$ cat src/rtl/mem_pkg.sv
// Shared types and defaults for the load/store unit: access size codes,
// the access FSM state encoding and the default memory geometry.
package mem_pkg;

    // Default geometry of the downstream data memory (32-bit words).
    localparam int MEM_WORDS = 32;
    localparam int IDX_W     = 5;

    // Access size as presented on the CPU side.
    typedef enum logic [1:0] {
        SZ_BYTE = 2'b00,
        SZ_HALF = 2'b01,
        SZ_WORD = 2'b10,
        SZ_RSVD = 2'b11
    } size_e;

    // Access sequencer states.
    typedef enum logic [2:0] {
        ST_IDLE = 3'd0,
        ST_RD   = 3'd1,
        ST_CAP  = 3'd2,
        ST_WR   = 3'd3,
        ST_DONE = 3'd4
    } mau_state_e;

endpackage

$ cat src/rtl/mau_lane.sv
// Byte/halfword lane handling for the load/store unit: pulls the addressed
// lane out of a memory word and extends it for loads, and splices store
// data into the addressed lane of a memory word for read-modify-write.
module mau_lane
    import mem_pkg::*;
(
    input  size_e       size_i,
    input  logic        uns_i,
    input  logic [1:0]  lane_i,
    input  logic [31:0] rword_i,
    input  logic [15:0] wdata_i,
    output logic [31:0] load_o,
    output logic [31:0] merge_o
);

    logic [7:0]  byte_sel;
    logic [15:0] half_sel;
    logic        sign_bit;

    // Lane extract/extend and lane merge; word accesses pass the word through.
    always_comb begin
        byte_sel = rword_i[{lane_i, 3'b000} +: 8];
        half_sel = lane_i[1] ? rword_i[31:16] : rword_i[15:0];
        sign_bit = 1'b0;
        load_o   = rword_i;
        merge_o  = rword_i;
        case (size_i)
            SZ_BYTE: begin
                sign_bit = ~uns_i & byte_sel[7];
                load_o   = {{24{sign_bit}}, byte_sel};
                merge_o[{lane_i, 3'b000} +: 8] = wdata_i[7:0];
            end
            SZ_HALF: begin
                sign_bit = ~uns_i & half_sel[15];
                load_o   = {{16{sign_bit}}, half_sel};
                if (lane_i[1]) begin
                    merge_o[31:16] = wdata_i;
                end else begin
                    merge_o[15:0] = wdata_i;
                end
            end
            default: begin
                load_o  = rword_i;
                merge_o = rword_i;
            end
        endcase
    end

endmodule

$ cat src/rtl/mem_access_unit.sv
// CPU-side load/store unit in front of a word-wide synchronous data memory.
// Handles byte/halfword/word accesses, sign/zero extension of loads and
// read-modify-write for sub-word stores; misaligned or out-of-range
// accesses complete immediately with err set and touch no memory.
//
// Handshake: req is sampled only when the unit is idle (busy=0); the
// sampled command is latched and later req values are ignored until the
// unit is idle again. Completion is a single-cycle done pulse with err
// valid in that same cycle; busy is high from the cycle after sampling
// up to and including the done cycle. done never lasts two cycles.
module mem_access_unit #(
    parameter int MEM_WORDS = mem_pkg::MEM_WORDS,
    parameter int IDX_W     = mem_pkg::IDX_W
) (
    input  logic        MEM_clk,
    input  logic        MEM_rst,
    input  logic        req,
    input  logic        we,
    input  logic [1:0]  size,
    input  logic        uns,
    input  logic [31:0] addr,
    input  logic [31:0] wdata,
    output logic [31:0] rdata,
    output logic        done,
    output logic        err,
    output logic        busy,
    output logic        mem_WrEn,
    output logic [31:0] mem_Adr,
    output logic [31:0] mem_DataIn,
    input  logic [31:0] mem_DataOut,
    output logic [2:0]  dbg_state_o
);

    import mem_pkg::*;

    mau_state_e       state_q;
    logic             we_q;
    size_e            size_q;
    logic             uns_q;
    logic [IDX_W+1:0] addr_q;
    logic [31:0]      wdata_q;
    logic [31:0]      rdata_q;
    logic [31:0]      merge_q;
    logic             done_q;
    logic             err_q;
    logic             busy_q;

    logic             illegal_d;
    logic [31:0]      load_val;
    logic [31:0]      merge_val;

    // Legality of the incoming command: size code, alignment, and an index
    // that must fall inside the attached memory.
    always_comb begin
        illegal_d = 1'b0;
        case (size_e'(size))
            SZ_BYTE: illegal_d = 1'b0;
            SZ_HALF: illegal_d = addr[0];
            SZ_WORD: illegal_d = (addr[1:0] != 2'b00);
            default: illegal_d = 1'b1;
        endcase
        if ((addr >> (IDX_W + 2)) != 32'd0) begin
            illegal_d = 1'b1;
        end
        if ({1'b0, addr[IDX_W+1:2]} >= (IDX_W + 1)'(MEM_WORDS)) begin
            illegal_d = 1'b1;
        end
    end

    mau_lane u_lane (
        .size_i  (size_q),
        .uns_i   (uns_q),
        .lane_i  (addr_q[1:0]),
        .rword_i (mem_DataOut),
        .wdata_i (wdata_q[15:0]),
        .load_o  (load_val),
        .merge_o (merge_val)
    );

    // Access sequencer with command latches and registered status outputs.
    always_ff @(posedge MEM_clk) begin
        if (MEM_rst) begin
            state_q <= ST_IDLE;
            we_q    <= 1'b0;
            size_q  <= SZ_BYTE;
            uns_q   <= 1'b0;
            addr_q  <= '0;
            wdata_q <= '0;
            rdata_q <= '0;
            merge_q <= '0;
            done_q  <= 1'b0;
            err_q   <= 1'b0;
            busy_q  <= 1'b0;
        end else begin
            done_q <= 1'b0;
            err_q  <= 1'b0;
            case (state_q)
                ST_IDLE: begin
                    if (req) begin
                        we_q    <= we;
                        size_q  <= size_e'(size);
                        uns_q   <= uns;
                        addr_q  <= addr[IDX_W+1:0];
                        wdata_q <= wdata;
                        busy_q  <= 1'b1;
                        if (illegal_d) begin
                            state_q <= ST_DONE;
                            done_q  <= 1'b1;
                            err_q   <= 1'b1;
                        end else if (we && (size_e'(size) == SZ_WORD)) begin
                            state_q <= ST_WR;
                        end else begin
                            state_q <= ST_RD;
                        end
                    end
                end
                ST_RD: begin
                    // Memory sees the latched index now; its word is valid in CAP.
                    state_q <= ST_CAP;
                end
                ST_CAP: begin
                    if (we_q) begin
                        merge_q <= merge_val;
                        state_q <= ST_WR;
                    end else begin
                        rdata_q <= load_val;
                        state_q <= ST_DONE;
                        done_q  <= 1'b1;
                    end
                end
                ST_WR: begin
                    state_q <= ST_DONE;
                    done_q  <= 1'b1;
                end
                ST_DONE: begin
                    state_q <= ST_IDLE;
                    busy_q  <= 1'b0;
                end
                default: begin
                    state_q <= ST_IDLE;
                    busy_q  <= 1'b0;
                end
            endcase
        end
    end

    assign rdata       = rdata_q;
    assign done        = done_q;
    assign err         = err_q;
    assign busy        = busy_q;
    assign dbg_state_o = state_q;

    // The write strobe drops immediately on reset so an interrupted WR never lands.
    assign mem_WrEn   = (state_q == ST_WR) & ~MEM_rst;
    assign mem_Adr    = {{(32 - IDX_W){1'b0}}, addr_q[IDX_W+1:2]};
    assign mem_DataIn = (size_q == SZ_WORD) ? wdata_q : merge_q;

endmodule

$ cat config.mk
export PLATFORM = sky130hd
export DESIGN_NAME = mem_access_unit
export DESIGN_NICKNAME = d
export VERILOG_FILES = /design/src/rtl/mem_pkg.sv /design/src/rtl/mau_lane.sv /design/src/rtl/mem_access_unit.sv
export SDC_FILE = /design/constraint.sdc
export NUM_CORES = 1
export LEC_CHECK = 0
export ABC_CLOCK_PERIOD_IN_PS = 2620
export CAP_MARGIN = 30
export CORE_ASPECT_RATIO = 0.5
export CORE_MARGIN = 2
export CORE_UTILIZATION = 35
export CTS_CLUSTER_DIAMETER = 40
export CTS_CLUSTER_SIZE = 14
export DETAILED_ROUTE_END_ITERATION = 8
export GPL_TIMING_DRIVEN = 0
export SLEW_MARGIN = 40
export SYNTH_ARGS = -nofsm -noshare
export SYNTH_HDL_FRONTEND = slang
export SYNTH_SLANG_ARGS = --single-unit
$ cat constraint.sdc
create_clock -name MEM_clk -period 2.62 [get_ports MEM_clk]
set_clock_uncertainty 0.15 [all_clocks]
set_input_delay 0.524 -clock MEM_clk [delete_from_list [all_inputs] [get_ports MEM_clk]]
set_output_delay 0.524 -clock MEM_clk [all_outputs]
set_load 0.02 [all_outputs]
==> impl_results.md <==
* Remaining DRCs at 0
* Worst-Skew Late Latency at between 0.4 and 0.5 ns
* Antenna Nets Post-Route at 0
* First-pass GRT wire length at 36400 um
* # hold bufs at CTS at 0
* Pin count of the biggest net entering global routing at 17
* Yosys reg bits at about 110
* Critical-path top delay cell: dfxtp_4
* Register area at between 2000 and 2500 um2
* Fillers at ~1700
* Worst EP arrival at about 1.9 ns
* WS Path Type: reg -> out
* # rows at 34
* Met3 wire length at approximately 2400 um
* Clock slew at reported path FFs at 0.05 ns
* Critical Path Source Type: flop
* Final hold slack at 0.300 ns
* Highest metal used: met4
* Critical-path cell list: nand2b_4 > buf_6 > mux2_2 > dlygate4sd2_1
* CP endpoint kind: output port
* CTS tree: yes
* Antenna Cells at 0
* Final net count at between 1000 and 1500
* Initial Utilization at 35.7%
* Initial antenna violation count at 0
* Layout cells sized above 1 at 15.2%
* Fmax at roughly 390 MHz
* Drt via density at 5.26
* Critical Path Max Stage Delay at 0.38 ns
* Area occupied by multi-input gates at roughly 3500 um2
* Height of the die at 98.0 um
* Total number of vias at 6411
* Outcome: finished clean
* Leak at roughly 3.5 nW
* Die width at approximately 190 um
* Number of top-level pins at approximately 210
* Routed WL at about 24000 um
* Gate Count Post-Synth at approximately 750
* Vias in the first global route at between 6000 and 7000
* Core box area at 17300 um2
* Drt pass-1 iters at 5
* CTS Root Cell: clkbuf_16
* CP Buf/Inv Count at 2
* Met1 WL at ~12000 um
* Fin crit share at a little under 100%
* DP HPWL at 18600 um
* Max Buffers Root-to-Sink at 2
* Final Hold Viols at 0
* Yosys warns at 0
* Area growth syn-to-layout at 45.6%
* Fin crit period at 2.54 ns
* Setup violations, final at 0
* Dpl cell area at 8350 um2
* Drt wl/cell at ~20 um
* GRT Residual Overflow at 0
* Post-synthesis sequential area ratio at between 30% and 40%
* DR iter-0 viols at between 500 and 600
* GPL Wtd Cong at slightly above 0.9
* WP data required at between 1.5 and 2 ns
* Max-capacitance violation count at 0
* Clock buffer count from CTS at 17
* Relative slew slack at 41.0%
* CP delay by family, top: buffers and inverters
* Worst hold-check path type: reg -> reg
* Global-route usage over all layers at 25.7%
* Worst VDD drop at 457 uV
* Final instance area at 9000 um2
* CTS Sinks at 113
* Yosys cell types at 49
* Area of the die at approximately 19000 um2
* WL met2 at approximately 9400 um
* Slew Viols, Final at 0
* Pwr/cell area at ~560 nW/um2
* Avg Cell Area, Syn at 8.26 um2
* Post-synthesis cell area at 6180 um2
* Clock H-tree levels at 4
* Port bufs at roughly 180
* Critical-path maximum fanout at 10
* Measured slew at the worst slew-check pin at ~0.89 ns
* RSZ-0062 raised after global routing: false
## metal layers
| metal | vias to the layer above | GRT usage [%] |
|---|---|---|
| li1 | 3081 | - |
| met1 | 3024 | 37.9 |
| met3 | 29 | 8.02 |
| met5 | - | 0 |
| met2 | 277 | 35.7 |
| met4 | 0 | 6.98 |
## state kept, by name, summed over array words and instances (netlist names)
register and flops:
busy 1, we_q 1, err 1, rdata 32
wdata_q 32, uns_q 1, dbg_state_o 3, merge_q 32
done 1, addr_q 7, size_q 2
## cells by family (layout without fill, tap and decap cells)
kind of cell,Yosys count,after routing,synth area share [%]
mux,41,41,7.29
flops,113,113,36.6
fa+ha+maj,5,5,1.01
compound gates,222,222,27.5
other cells,1,27,0.0607
simple gates,266,266,18.6
buf+inv,100,310,8.91
## path summary, 6_finish.rpt
kind	startpoint	end	slack [ns]	cells past startpoint
setup / recovery	size_q[0]	mem_DataIn[1]	0.08	4
hold / removal	wdata_q[27]	wdata_q[27]	0.30	2
setup reg to reg	addr_q[1]	merge_q[15]	0.15	8
hold reg to reg	wdata_q[27]	wdata_q[27]	0.30	2
## cells in the mapped netlist, drive strengths merged
cell	instances	share of area, %
nand2	138	8.4
dfxtp	113	37
nor2	80	4.9
a211oi	63	8.5
buf	60	6.5
a21oi	56	4.8
a22o	43	6.1
clkbuf	34	2.1
a221oi	32	4.5
mux2	32	5.8
nand2b	18	1.8
mux2i	9	1.5
o21ai	9	0.73
a22oi	8	0.97
nor3	7	0.83
nor4	6	0.61
ha	5	1.0
inv	5	0.30
nor2b	5	0.51
a2111oi	2	0.28
and3	2	0.20
nor3b	2	0.24
o21bai	2	0.24
o22ai	2	0.40
or3	2	0.28
a21o	1	0.12
and4b	1	0.16
clkinv	1	0.061
conb	1	0.061
nand3	1	0.081
nand3b	1	0.12
nor4bb	1	0.16
o211ai	1	0.12
o21a	1	0.12
o2bb2ai	1	0.14
o41ai	1	0.45
or2	1	0.10
or3b	1	0.14
## placed cells by master (no fill, tap or decap), drive strengths merged, types with 27 or more instances in the layout
cell / instances
a211oi: 63
a21oi: 56
a221oi: 32
a22o: 43
buf: 64
clkbuf: 51
clkdlybuf4s50: 145
conb: 27
dfxtp: 113
dlygate4sd2: 33
mux2: 32
nand2: 138
nor2: 80
## stage by stage
step	power (mW)	TNS (ns)	setup WS [ns]	util (%)	std cells
final	5.07	0	0.0836	52.0	1218
after detailed placement	2.61	-19.55	-0.407	48.2	1186
after global placement	2.61	-20.54	-0.469	48.2	1186
after global routing	5.24	0	0.00330	52.0	1218
after CTS	5.07	-0.00705	-0.00506	51.8	1218
after floorplan	2.25	0	0.229	-	774
## power breakdown
| group | total (mW) | internal [mW] | switching [mW] | leakage, nW |
|---|---|---|---|---|
| combinational | 0.782 | 0.355 | 0.427 | 2.28 |
| clock | 2.48 | 1.63 | 0.845 | 0.303 |
| sequential | 1.81 | 1.76 | 0.0520 | 0.919 |
| total | 5.07 | 3.75 | 1.32 | 3.50 |
## worst min-delay path, delay by kind of cell, from the launching register on
family	cells	cell delay, ns
simple gates	1	0.05
flops	1	0.30
compound gates	1	0.05
## what timing repair did
action                     4_1_cts  5_1_grt
pin swaps                        1        0
resized for setup               46        7
setup endpoints to repair       65       57
setup buffers                    2        1
## cell type report
class                   instances  share of cell area (%)
plain buffers                  91                    6.06
clock buffers                  21                    5.12
clock inverters                11                    1.78
inverters                       6                   0.306
multi-input cells             561                    38.7
flip-flops and latches        113                    25.2
well taps                     234                    3.25
repair buffers                181                    19.6
Note: power is estimated with default switching activity, not from simulation.
